===== src/rtl/aes_light_pkg.sv =====
// Shared definitions for the light AES-like encrypt/decrypt pair: FSM states,
// round constants, the 4-bit S-box, its inverse and the byte rotations.
package aes_light_pkg;

   typedef enum logic [1:0] {
      IDLE  = 2'd0,
      ROUND = 2'd1,
      DONE  = 2'd2
   } state_t;

   // Round constants 1..4 packed LSB-first: RCON[1]=55, [2]=AA, [3]=33, [4]=CC.
   localparam logic [31:0] RCON_TABLE = 32'hCC33_AA55;

   // Nibble S-box packed LSB-first (entry i at bits [4*i +: 4]) and its inverse.
   localparam logic [63:0] SBOX_TABLE     = 64'h2174_8FE3_DA09_B65C;
   localparam logic [63:0] INV_SBOX_TABLE = 64'hA970_364B_D21C_8FE5;

   function automatic logic [7:0] rcon(input logic [2:0] rnd);
      if (rnd == 3'd0 || rnd > 3'd4) return 8'h00;
      return RCON_TABLE[8*(int'(rnd)-1) +: 8];
   endfunction

   function automatic logic [3:0] sbox4(input logic [3:0] n);
      return SBOX_TABLE[4*int'(n) +: 4];
   endfunction

   function automatic logic [3:0] inv_sbox4(input logic [3:0] n);
      return INV_SBOX_TABLE[4*int'(n) +: 4];
   endfunction

   function automatic logic [7:0] sbox8(input logic [7:0] x);
      return {sbox4(x[7:4]), sbox4(x[3:0])};
   endfunction

   function automatic logic [7:0] inv_sbox8(input logic [7:0] x);
      return {inv_sbox4(x[7:4]), inv_sbox4(x[3:0])};
   endfunction

   function automatic logic [7:0] rotl2(input logic [7:0] x);
      return {x[5:0], x[7:6]};
   endfunction

   function automatic logic [7:0] rotr2(input logic [7:0] x);
      return {x[1:0], x[7:2]};
   endfunction

endpackage


===== src/rtl/aes_light_round.sv =====
// One combinational encryption round: SubBytes, ShiftRows (rotate by 2), AddRoundKey.
module aes_light_round
   import aes_light_pkg::*;
(
   input  logic [7:0] s,
   input  logic [7:0] rk,
   output logic [7:0] s_next
);

   assign s_next = rotl2(sbox8(s)) ^ rk;

endmodule


===== src/rtl/aes_light_encrypt.sv =====
// Byte-wide iterative encryptor: one round per clock, result presented with done
// until start is seen low, so a held start never retriggers.
module aes_light_encrypt
   import aes_light_pkg::*;
#(
   parameter int ROUNDS = 2
) (
   input  logic       clk,
   input  logic       rst_n,
   input  logic       start,
   input  logic [7:0] plain_in,
   input  logic [7:0] key,
   output logic [7:0] cipher_out,
   output logic       done,
   output logic       busy
);

   generate
      if (ROUNDS < 1 || ROUNDS > 4) begin : g_bad_rounds
         $error("aes_light_encrypt: ROUNDS must be in 1..4");
      end
   endgenerate

   localparam logic [2:0] LAST_RND = 3'(ROUNDS);

   state_t     state;
   logic [7:0] s_q;
   logic [7:0] key_q;
   logic [2:0] rnd;
   logic [7:0] round_key;
   logic [7:0] round_out;

   assign round_key = key_q ^ rcon(rnd);

   aes_light_round u_round (
      .s      (s_q),
      .rk     (round_key),
      .s_next (round_out)
   );

   // NOTE: every register here is updated with <= so all reads see pre-edge values.
   always_ff @(posedge clk or negedge rst_n) begin
      if (!rst_n) begin
         state      <= IDLE;
         s_q        <= '0;
         key_q      <= '0;
         rnd        <= '0;
         cipher_out <= '0;
         done       <= 1'b0;
         busy       <= 1'b0;
      end else begin
         case (state)
            IDLE: begin
               done <= 1'b0;
               if (start) begin
                  s_q   <= plain_in ^ key;
                  key_q <= key;
                  rnd   <= 3'd1;
                  busy  <= 1'b1;
                  state <= ROUND;
               end
            end
            ROUND: begin
               s_q <= round_out;
               if (rnd == LAST_RND) begin
                  // Counter parks at 0 so it never exceeds ROUNDS.
                  cipher_out <= round_out;
                  done       <= 1'b1;
                  busy       <= 1'b0;
                  rnd        <= '0;
                  state      <= DONE;
               end else begin
                  rnd <= rnd + 3'd1;
               end
            end
            DONE: begin
               if (!start) begin
                  done  <= 1'b0;
                  state <= IDLE;
               end
            end
            default: state <= IDLE;
         endcase
      end
   end

endmodule


===== config.mk =====
export PLATFORM = sky130hd
export DESIGN_NAME = aes_light_encrypt
export DESIGN_NICKNAME = d
export VERILOG_FILES = /design/src/rtl/aes_light_pkg.sv /design/src/rtl/aes_light_round.sv /design/src/rtl/aes_light_encrypt.sv
export SDC_FILE = /design/constraint.sdc
export NUM_CORES = 1
export LEC_CHECK = 0
export CORE_MARGIN = 4
export CORE_UTILIZATION = 50
export CTS_BUF_LIST = sky130_fd_sc_hd__clkbuf_4 sky130_fd_sc_hd__clkbuf_8
export CTS_CLUSTER_DIAMETER = 80
export CTS_CLUSTER_SIZE = 28
export DETAILED_ROUTE_END_ITERATION = 6
export GPL_TIMING_DRIVEN = 0
export PLACE_DENSITY = 0.74
export SLEW_MARGIN = 10
export SYNTH_ARGS = -nofsm -noshare
export SYNTH_HDL_FRONTEND = slang
export SYNTH_HIERARCHICAL = 1
export SYNTH_SLANG_ARGS = --single-unit

===== constraint.sdc =====
create_clock -name clk -period 3.15 [get_ports clk]
set_clock_uncertainty 0.15 [all_clocks]
set_input_delay 0.63 -clock clk [delete_from_list [all_inputs] [get_ports clk]]
set_output_delay 0.63 -clock clk [all_outputs]
set_load 0.02 [all_outputs]

==> impl_metrics.env <==
export IMPL_run_status="finished clean"
export IMPL_gr_usage_all_layers=0.188
export IMPL_r2r_start="rnd[0]"
export IMPL_p_per_area_nw_per_um2=1240
export IMPL_first_iter_violations=77
export IMPL_first_pass_iters=4
export IMPL_die_y_um=73.1
export IMPL_leakage_nw=1.17
export IMPL_cts_setup_buffers=0
export IMPL_syn_to_final_growth_pct=20.9
export IMPL_drv_cap=0
export IMPL_ir_worst_vdd_v=0.000610
export IMPL_worst_ep_arrival_time_ns=2.53
export IMPL_pin_count=29
export IMPL_ant_nets=0
export IMPL_grt_max_degree=32
export IMPL_chipWidth_um=73.1
export IMPL_max_freq_mhz=399
export IMPL_crit_type="flip-flop to flip-flop"
export IMPL_layout_commonest_cell="dfrtp_1"
export IMPL_synth_warnings=6
export IMPL_dpl_cell_count=267
export IMPL_ys_types=36
export IMPL_fin_area_um2=2560
export IMPL_path_max_fanout=9
export IMPL_clockBufferDepth=2
export IMPL_final_setup_tns_ns=0
export IMPL_ys_ff_latch=31
export IMPL_fin_nets=259
export IMPL_min_period_ns=2.51
export IMPL_vias_per_cell=5.45
export IMPL_start_util=0.522
export IMPL_layout_setup_ws_ns=0.644
export IMPL_drive_gt1_frac=0.196
export IMPL_die_area_um2=5340
export IMPL_htreeDepth=2
export IMPL_layout_cells_non_filler=275
export IMPL_cts_tree="built"
export IMPL_cts_sinks=31
export IMPL_hold_viol=0
export IMPL_antenna_found_initial=0
export IMPL_drv_slew=0
export IMPL_syn_area_um2=2120
export IMPL_io_buffers=28
export IMPL_hold_class="input port to async pin"
export IMPL_coreArea_um2=4060
export IMPL_grt_overflow=0
export IMPL_clk_pin_slew_ns=0.07
export IMPL_multi_input_area_um2=1210
export IMPL_drcViolationCount=0
export IMPL_numCtsBuffers=5
export IMPL_n_antenna_cell=0
export IMPL_avgSynthCellArea_um2=11.2
export IMPL_dpl_worst_slack_ns=0.615
export IMPL_max_slew_margin_rel=0.511
export IMPL_syn_instance_count=189
export IMPL_tightest_slew_ns=0.734
export IMPL_ff_latch_area_um2=776
export IMPL_drt_total_wl_um=4620
export IMPL_clk_latency_ns=0.29
export IMPL_end_kind="flip-flop"
export IMPL_yosysSeqAreaShare=0.366
export IMPL_cts_hold_buf=0
export IMPL_grt_first_pass_wirelength_um=7530
export IMPL_setup_viol=0
export IMPL_critical_path_required_ns=3.17
export IMPL_grt_pass1_vias=1557
export IMPL_cp_start_kind="flip-flop"
export IMPL_gp_congestion=0.841
export IMPL_cts_resized=0
export IMPL_finalCritPeriodShare=0.795
export IMPL_clockRootBuffer="clkbuf_8"
export IMPL_mostFrequentLayoutCells="dfrtp_1 (31), clkdlybuf4s50_1 (27), a22oi_1 (16), ha_1 (16)"
export IMPL_syn_num_nets=224
export IMPL_post_dp_hpwl_um=3220
export IMPL_std_cell_rows=23
export IMPL_fillerInstances=347
export IMPL_vias=1499
export IMPL_rsz0062_at_grt="false"
export IMPL_drt_wirelength_per_cell_um=16.8
export IMPL_cp_startpoint="rnd[0]"
export IMPL_placed_area_um2=2450
## final cells by class
type | instances | share of cell area
sequential | 31 | 0.303
buffer | 8 | 0.0279
multi-input combinational | 135 | 0.474
tap | 50 | 0.0244
timing repair buffer | 28 | 0.108
inverter | 15 | 0.0220
clock buffer | 8 | 0.0406
## where the power goes
part           internal (W)  leakage, nW  switching, W
logic               0.00103        0.742      0.000961
clock network      0.000208       0.0549      0.000152
registers          0.000613        0.371      0.000212
## layer usage
layer,global-route usage,vias up,part of all wire
met4,0.0799,0,0.022
met5,0,-,0
met1,0.248,725,0.48
li1,-,731,-
met2,0.290,35,0.47
met3,0.0510,8,0.036
## worst max-delay path, cell delays in order (launching register included)
cell and delay, ns:
dfrtp_1 0.51, inv_1 0.12, ha_1 0.26, or3b_1 0.38, a21oi_1 0.36, xor2_1 0.21, xnor2_1 0.13, mux2_2 0.27
## flip-flops by register name (all words and copies together), names as in the netlist
register / flops
rnd: 3
s_q: 8
key_q: 8
done: 1
state: 2
cipher_out: 8
busy: 1
## worst paths after layout
kind	endpoint	slack, ns	cells past startpoint
min in group clk	busy	0.33	1
setup reg to reg	cipher_out[7]	0.64	7
hold / removal	key_q[5]	0.25	1
max in group asynchronous	s_q[1]	2.13	1
hold reg to reg	busy	0.33	1
setup / recovery	cipher_out[7]	0.64	7
## through the flow
| stage | hold WS, ns | utilization | total power [W] |
|---|---|---|---|
| after floorplan | 0.184 | - | 0.00232 |
| after global placement | 0.314 | 0.606 | 0.00275 |
| after detailed placement | 0.319 | 0.605 | 0.00281 |
| after CTS | 0.273 | 0.631 | 0.00318 |
| after global routing | 0.304 | 0.631 | 0.00343 |
| final | 0.251 | 0.631 | 0.00317 |
## synth_stat cells (all sizes together)
cell type,number,share of area
a211oi,1,0.0035
a21o,1,0.0035
a21oi,2,0.0047
a22oi,16,0.057
a2bb2oi,3,0.012
and2b,1,0.0041
buf,7,0.032
clkbuf,1,0.0018
dfrtp,31,0.37
ha,16,0.095
inv,15,0.027
mux2,17,0.10
mux2i,2,0.0095
mux4,4,0.043
nand2,14,0.028
nor2,7,0.014
nor2b,1,0.0065
nor3b,3,0.016
o211ai,2,0.0071
o21ai,9,0.021
o21bai,2,0.0071
o2bb2ai,1,0.0041
o311ai,2,0.0083
o31a,1,0.0041
or2,2,0.0059
or3b,2,0.0083
or4b,1,0.0047
xnor2,10,0.041
xor2,15,0.062
## cells by family (layout without fill, tap and decap cells)
logic type | Yosys count | after routing | synth area share
AOI/OAI and AO/OA | 40 | 40 | 0.133
buffers and inverters | 23 | 59 | 0.0603
xor gates and xnor gates | 25 | 25 | 0.103
adders and majority gates | 16 | 16 | 0.0946
and+or+nand+nor | 31 | 31 | 0.0875
DFF | 31 | 31 | 0.366
muxes | 23 | 23 | 0.155
(Power assumes the default switching activity.)
